==> config.mk <==
export PLATFORM = sky130hd
export DESIGN_NAME = fighter_anim_ctrl
export DESIGN_NICKNAME = d
export VERILOG_FILES = /design/src/rtl/fighter_anim_ctrl.sv
export SDC_FILE = /design/constraint.sdc
export NUM_CORES = 1
export LEC_CHECK = 0
export ABC_CLOCK_PERIOD_IN_PS = 2200
export BUFFER_PORTS_ARGS = -buffer_cell sky130_fd_sc_hd__buf_2
export CORE_UTILIZATION = 52
export DETAILED_ROUTE_END_ITERATION = 10
export HOLD_SLACK_MARGIN = 0.1
export PLACE_DENSITY_LB_ADDON = 0.15
export SYNTH_ARGS = -nofsm -noshare
export SYNTH_HDL_FRONTEND = slang
export SYNTH_SLANG_ARGS = --single-unit
==> constraint.sdc <==
create_clock -name clock -period 2.2 [get_ports clock]
set_input_delay 0.44 -clock clock [delete_from_list [all_inputs] [get_ports clock]]
set_output_delay 0.44 -clock clock [all_outputs]
set_load 0.01 [all_outputs]
==> src/rtl/fighter_anim_ctrl.sv <==
// Per-fighter animation sequencer feeding selanim/selframe of the moving-sprite memory.
// Optional macro ANIM_HITBOX_EN adds a registered active-frame flag on hit_window.
`timescale 1ns/1ps
module fighter_anim_ctrl #(
  parameter int unsigned FRAME_TICKS = 6,
  parameter int unsigned CNT_W       = 4
) (
  input  logic       clock,
  input  logic       reset,
  input  logic       tick,
  input  logic       req_walk,
  input  logic       req_jump,
  input  logic       req_crouch,
  input  logic       req_block,
  input  logic       req_punch,
  input  logic       req_kick,
  input  logic       got_hit,
  output logic [3:0] selanim,
  output logic [1:0] selframe,
  output logic       busy,
  output logic       anim_done,
  output logic       hit_window
);

  typedef enum logic [1:0] {
    ST_LOOP    = 2'd0,
    ST_ONESHOT = 2'd1,
    ST_HOLD    = 2'd2
  } state_e;

  localparam logic [3:0] ANIM_IDLE    = 4'd0;
  localparam logic [3:0] ANIM_WALK    = 4'd1;
  localparam logic [3:0] ANIM_HIT     = 4'd2;
  localparam logic [3:0] ANIM_JUMP    = 4'd3;
  localparam logic [3:0] ANIM_LPUNCH  = 4'd4;
  localparam logic [3:0] ANIM_MPUNCH  = 4'd5;
  localparam logic [3:0] ANIM_HKICK   = 4'd6;
  localparam logic [3:0] ANIM_CROUCH  = 4'd7;
  localparam logic [3:0] ANIM_BLOCK_L = 4'd8;
  localparam logic [3:0] ANIM_BLOCK_H = 4'd9;

  localparam logic [CNT_W-1:0] CNT_LAST = CNT_W'(FRAME_TICKS - 1);

  state_e           state_q, state_d;
  logic [3:0]       anim_q, anim_d;
  logic [1:0]       frame_q, frame_d;
  logic [CNT_W-1:0] cnt_q, cnt_d;
  logic             busy_q, busy_d;
  logic             done_q, done_d;

  logic [3:0] dec_code;
  state_e     dec_state;
  logic       advance;
  logic       restart;
  logic       finish;

  // Request decode, first match wins, plus the state class of the decoded code
  always_comb begin
    dec_code = ANIM_IDLE;
    if (req_jump)        dec_code = ANIM_JUMP;
    else if (req_punch)  dec_code = req_crouch ? ANIM_LPUNCH : ANIM_MPUNCH;
    else if (req_kick)   dec_code = ANIM_HKICK;
    else if (req_block)  dec_code = req_crouch ? ANIM_BLOCK_L : ANIM_BLOCK_H;
    else if (req_crouch) dec_code = ANIM_CROUCH;
    else if (req_walk)   dec_code = ANIM_WALK;

    dec_state = ST_LOOP;
    if (dec_code >= ANIM_CROUCH)    dec_state = ST_HOLD;
    else if (dec_code >= ANIM_HIT)  dec_state = ST_ONESHOT;
  end

  assign advance = tick && (cnt_q == CNT_LAST);
  assign restart = (state_q != ST_ONESHOT) && (dec_code != anim_q);
  assign finish  = (state_q == ST_ONESHOT) && advance && (frame_q == 2'd3);

  // State register
  always_ff @(posedge clock or posedge reset) begin
    if (reset) state_q <= ST_LOOP;
    else       state_q <= state_d;
  end

  // Next-state logic; a hit always wins over completion and decode
  always_comb begin
    state_d = state_q;
    if (got_hit)      state_d = ST_ONESHOT;
    else if (finish)  state_d = ST_LOOP;
    else if (restart) state_d = dec_state;
  end

  // Output / datapath next values
  always_comb begin
    anim_d  = anim_q;
    frame_d = frame_q;
    cnt_d   = cnt_q;
    busy_d  = busy_q;
    done_d  = 1'b0;
    if (got_hit) begin
      anim_d  = ANIM_HIT;
      frame_d = 2'd0;
      cnt_d   = '0;
      busy_d  = 1'b1;
    end else if (restart) begin
      anim_d  = dec_code;
      frame_d = 2'd0;
      cnt_d   = '0;
      busy_d  = (dec_state == ST_ONESHOT);
    end else if (finish) begin
      anim_d  = ANIM_IDLE;
      frame_d = 2'd0;
      cnt_d   = '0;
      busy_d  = 1'b0;
      done_d  = 1'b1;
    end else if (tick) begin
      if (advance) begin
        cnt_d = '0;
        if (state_q != ST_HOLD) frame_d = frame_q + 2'd1;
      end else begin
        cnt_d = cnt_q + CNT_W'(1);
      end
    end
  end

  always_ff @(posedge clock or posedge reset) begin
    if (reset) begin
      anim_q  <= ANIM_IDLE;
      frame_q <= 2'd0;
      cnt_q   <= '0;
      busy_q  <= 1'b0;
      done_q  <= 1'b0;
    end else begin
      anim_q  <= anim_d;
      frame_q <= frame_d;
      cnt_q   <= cnt_d;
      busy_q  <= busy_d;
      done_q  <= done_d;
    end
  end

  assign selanim   = anim_q;
  assign selframe  = frame_q;
  assign busy      = busy_q;
  assign anim_done = done_q;

`ifdef ANIM_HITBOX_EN
  logic hitw_q, hitw_d;

  // Active frame of an attack is frame 2; tracks selframe on the same edge
  always_comb begin
    hitw_d = ((anim_d == ANIM_LPUNCH) || (anim_d == ANIM_MPUNCH) ||
              (anim_d == ANIM_HKICK)) && (frame_d == 2'd2);
  end

  always_ff @(posedge clock or posedge reset) begin
    if (reset) hitw_q <= 1'b0;
    else       hitw_q <= hitw_d;
  end

  assign hit_window = hitw_q;
`else
  assign hit_window = 1'b0;
`endif

endmodule

Yosys cells after proc, flatten, opt, wreduce, memory -nomap -nowiden
Index checks and enable logic that the tools add are counted.
- input bits: 10
- register bits after elaboration: 14
- output and inout bits: 9
- logic and storage cells: 59
- multiplexer cells: 33
- reduce and logical (&&, ||, !) cells: 9
- equal/unequal tests: 7
- order comparisons: 2
- add/subtract/negate cells: 2
- operators with widths (operator ; number):
    4-bit 2-to-1 mux ; 12
    2-bit 2-to-1 mux ; 10
    4-bit nonzero test ; 3
    1-bit 2-to-1 mux ; 10
    4-bit by 1-bit adder with 4-bit output, second input constant ; 1
    2-bit by 1-bit equality test with 1-bit output, second input constant ; 2
    4-bit by 3-bit equality test with 1-bit output, second input constant ; 1
    4-bit by 2-bit greater-or-equal comparator with 1-bit output, second input constant ; 1
    4-bit by 3-bit greater-or-equal comparator with 1-bit output, second input constant ; 1
    1-bit logical AND ; 4
    4-bit inequality test ; 1
    3-bit 2-to-1 mux ; 1
    3-bit AND reduction ; 1
    3-bit nonzero test ; 1
    2-bit by 1-bit adder with 2-bit output, second input constant ; 1
    2-bit equality test, second input constant ; 1
    2-bit by 1-bit inequality test with 1-bit output, second input constant ; 1
    2-bit inequality test, second input constant ; 1

Logic depth before layout (Yosys ltp)
- word-level depth: 12
- mapped depth: 8
- depth with buffers taken out: 7

Worst setup path before layout
Ideal clock, no wire load.
- kind: input to register
- start: input port req_punch
- end: register state_q[0]
- setup time: 0.126 ns
- arrival time: 2.074 ns
- cell stages on the path: 7
- setup slack: 0.000 ns
- required time: 2.074 ns
- path buffers: 1
- cell sequence: or4_4 > a31oi_4 > xnor2_1 > o2111a_2 > nor2_2 > buf_4 > a221o_1
- cells in the longest elaborated chain, start to end: 8
- elaborated cells between the ends (all ways): 12
- classes of those cells: order compare: 2; eq/ne: 1; mux: 7; reduce/logical: 2
- RTL lines (element ; RTL line ; text):
    start, declared ; 15 ; input logic req_punch,
    4-bit 2-to-1 mux (*) ; 61 ; else if (req_punch) dec_code = req_crouch ? ANIM_LPUNCH : ANIM_MPUNCH;
    4-bit 2-to-1 mux (*) ; 60 ; if (req_jump) dec_code = ANIM_JUMP;
    4-bit by 2-bit greater-or-equal comparator with 1-bit output ; 69 ; else if (dec_code >= ANIM_HIT) dec_state = ST_ONESHOT;
    1-bit 2-to-1 mux ; 69 ;
    2-bit 2-to-1 mux ; 68 ; if (dec_code >= ANIM_CROUCH) dec_state = ST_HOLD;
    2-bit 2-to-1 mux ; 87 ; else if (restart) state_d = dec_state;
    2-bit 2-to-1 mux ; 86 ; else if (finish) state_d = ST_LOOP;
    2-bit 2-to-1 mux ; 85 ; if (got_hit) state_d = ST_ONESHOT;
    end signal, assigned ; 79 ; else state_q <= state_d;
    end, declared ; 44 ; state_e state_q, state_d;
Mark *: on every way between the ends. The rest lies on a longest branch, timed or not. The select of a mux whose other input is x is not followed.
A chain may end at the register's enable or synchronous reset.

Worst setup path in the final report
- start: input port req_punch
- end: register frame_q[0] (netlist: selframe[0])
- cells in the longest elaborated chain, start to end: 6
- elaborated cells between the ends (all ways): 10
- classes of those cells: eq/ne: 1; mux: 4; reduce/logical: 5
- RTL lines (element ; RTL line ; text):
    4-bit 2-to-1 mux (*) ; 61 ;
    4-bit 2-to-1 mux (*) ; 60 ;
    4-bit inequality test (*) ; 73 ; assign restart = (state_q != ST_ONESHOT) && (dec_code != anim_q);
    1-bit logical AND (*) ; 73 ;
    4-bit nonzero test (no source line) / 2-bit 2-to-1 mux (equally long branches) ; -- ;
    3-bit AND reduction (no source line) / 2-bit 2-to-1 mux (equally long branches) ; -- ;
    end signal, assigned ; 132 ; frame_q <= frame_d;
    end, declared ; 46 ; logic [1:0] frame_q, frame_d;
Mark *: on every way between the ends. The rest lies on a longest branch, timed or not.

==> impl_metrics.ini <==
[global_routing]
first_global_vias = 702
grt-ovfl-total = 0
grt_pass1_wl_mm = 3.15
grt_max_degree = 20
antenna_found_initial = 0
grt_usage_pct = 22.8

[pwr]
swShare_pct = 28.3
design_power_total_w = 0.000537
internal-power_w = 0.000385
clkPwrFrac_pct = 25.4
p_leak_nw = 0.470
powerDensity_nw_per_um2 = 519
p_switching_w = 0.000152
combPwrFrac_pct = 22.1
seqPwrFrac_pct = 52.4
irDropWorstVdd_uv = 462

[synthesis]
ys_ff_latch = 14
synth_area_sq_um = 892
synth-main-ff-cell = dfrtp_1
synth_xor_area_share_pct = 4.91
synth_area_leaders = dfrtp_1 39%, mux2i_1 4.5%, ha_1 4.2%
yosys_warnings = 0
yosys.area.top_type_share_pct = 39.3
synthArstFlopShare_pct = 100
ys_types = 38
synth.mux.area_fraction_pct = 4.49
yosysTopAreaCell = dfrtp_1
synthCells = 93
synth_compound_area_share_pct = 19.5
syn-num-nets = 106
synth_top_family_by_area = simple AND/OR/NAND/NOR gates
yosys.area_share.simple_pct = 20.3
synth_edf_count = 0
yosysSeqAreaShare_pct = 39.3
yosys.area_share.adder_pct = 4.21
avgSynthCellArea_sq_um = 9.59

[layout]
layout-drive-gt1-share_pct = 28.1
syn_to_final_growth_pct = 15.8
fin_area_sq_um = 1030
nets = 129
final_cells = 130
diodes = 0
finish.utilization_pct = 66.3

[place]
numPlacedInstances = 127
dpl_cell_area_sq_um = 1010
place.gp.congestion = 0.801
port_buffers = 17
dp_hpwl_mm = 1.45

[floorplan]
rows = 14
die_h_microns = 43.4
dieWidth_microns = 43.4
io_pins = 19
core_region_area_sq_um = 1560
start_util_pct = 57.2
die_area_sq_um = 1890

[sta]
hold_viol_final = 0
setup_viol = 0
relSlewSlack_pct = 65.6
worst_pin_slew_ps = 515
fin_hold_ws_ps = 184
skew_ps = 2.57
period_minus_slack_ps = 2040
finalMaxSlewViolations = 0
grt_setup_unrepaired = no
timing.fmax_ghz = 0.491
period_share_pct = 92.5

[outcome]
violations = design-rule violations
status = complete, but fails checks

[clock_tree]
clk_latency_ps = 270
cts_hold_repair.buffers = 0
cts_made_buffers = 3
ctsResizeCount = 0
cts_buffer_depth = 2
clkTransAtPathRegs_ps = 80
cts_sinks = 14
tritoncts = done
root_buffer = clkbuf_4
cts_setup_buffers = 0
htree_levels = 1

[drt]
drt_iter0_drc = 34
drt_wl_total_mm = 1.86
firstDrtPassIters = 7
drt-vias-per-instance = 6.15
num_vias = 800
ant_nets = 0
wl_per_cell_microns = 14.3
drc = 2

[critical_path]
worstPathArrival_ps = 2210
crit_required_ps = 2370
path_max_fanout = 4
crit_path_end_kind = flip-flop
critPathKind = input port to flip-flop
cp-start-kind = input port

[worst_hold_path]
hp-class = input port to asynchronous set/reset pin

[job]
max_cap_violations = 0
==> layout make-up <==
type / count / area (sq um)
fill: 139 / 526
multi-input combinational: 66 / 480
sequential: 14 / 350
timing repair buffer: 23 / 130
inverter: 8 / 30.0
clock buffer: 3 / 22.5
tap: 16 / 20.0
==> kinds of logic (layout without fill, tap and decap cells) <==
group,after synthesis,in the layout
simple gates,31,31
flops,14,14
mux,4,4
compound gates,22,22
fa+ha+maj,3,3
other cells,1,1
xor+xnor,5,5
buf+inv,13,34
==> cell usage in the layout, fill, tap and decap left out, drive strengths merged, types with 3 or more instances in the layout <==
cell | Yosys | layout
buf | 4 | 23
dfrtp | 14 | 14
inv | 8 | 8
a21oi | 7 | 7
nor3 | 6 | 6
nor2 | 6 | 6
mux2i | 4 | 4
nand2b | 3 | 3
nand2 | 3 | 3
xor2 | 3 | 3
ha | 3 | 3
clkbuf | 1 | 3
==> flip-flops by register name, summed over array words and instances (netlist names) <==
register,cells
busy,1
anim_done,1
selframe,2
state_q,2
cnt_q,4
selanim,4
==> power groups by stage <==
stage	clock [W]	combinational [W]	sequential [W]
after CTS	0.000141	0.000119	0.000281
after detailed placement	0	0.000118	0.000286
final	0.000137	0.000119	0.000281
after floorplan	0	0.0000751	0.000286
after global placement	0	0.000114	0.000285
after global routing	0.000153	0.000133	0.000283
==> through the flow <==
| stage | setup WS [ps] | setup TNS, ps |
|---|---|---|
| finish | 165 | 0 |
| global route | 61.5 | 0 |
| CTS | 178 | 0 |
| detailed placement | -95.7 | -527 |
| global placement | -37.0 | -113 |
| floorplan | 0.0584 | 0 |
==> worst max-delay path, cell delays in order <==
cell       delay [ps]
buf_2             110
or4_4             540
a31oi_4           200
xnor2_1           170
o2111ai_1         270
o22a_1            260
o32ai_1           220
==> Yosys cell counts (2+ instances only) <==
master	n
dfrtp_1	14
inv_1	8
a21oi_1	7
nor3_1	6
nor2_1	5
mux2i_1	4
buf_4	3
ha_1	3
nand2_1	3
nand2b_1	3
xor2_1	3
a221o_1	2
nand3b_1	2
nor4_1	2
o2111ai_1	2
o21ai_0	2
o32ai_1	2
xnor2_1	2
==> worst paths after layout <==
kind / depth (start not counted) / startpoint / endpoint / slack (ps)
worst min register to register: 1 / busy / busy / 510
worst min-delay path: 2 / reset / cnt_q[3] / 180
worst max register to register: 6 / cnt_q[1] / selframe[0] / 390
max in group asynchronous: 2 / reset / selanim[1] / 1670
worst max-delay path: 7 / req_punch / selframe[0] / 160
min in group clock: 1 / busy / busy / 510
==> layer usage <==
layer | wire, microns | GRT usage [%] | vias up
li1 | - | - | 388
met1 | 875 | 28.6 | 378
met2 | 875 | 38.2 | 32
met3 | 97 | 6.25 | 2
met4 | 11 | 7.50 | 0
met5 | 0 | 0 | -
Note: power is estimated with default switching activity, not from simulation.
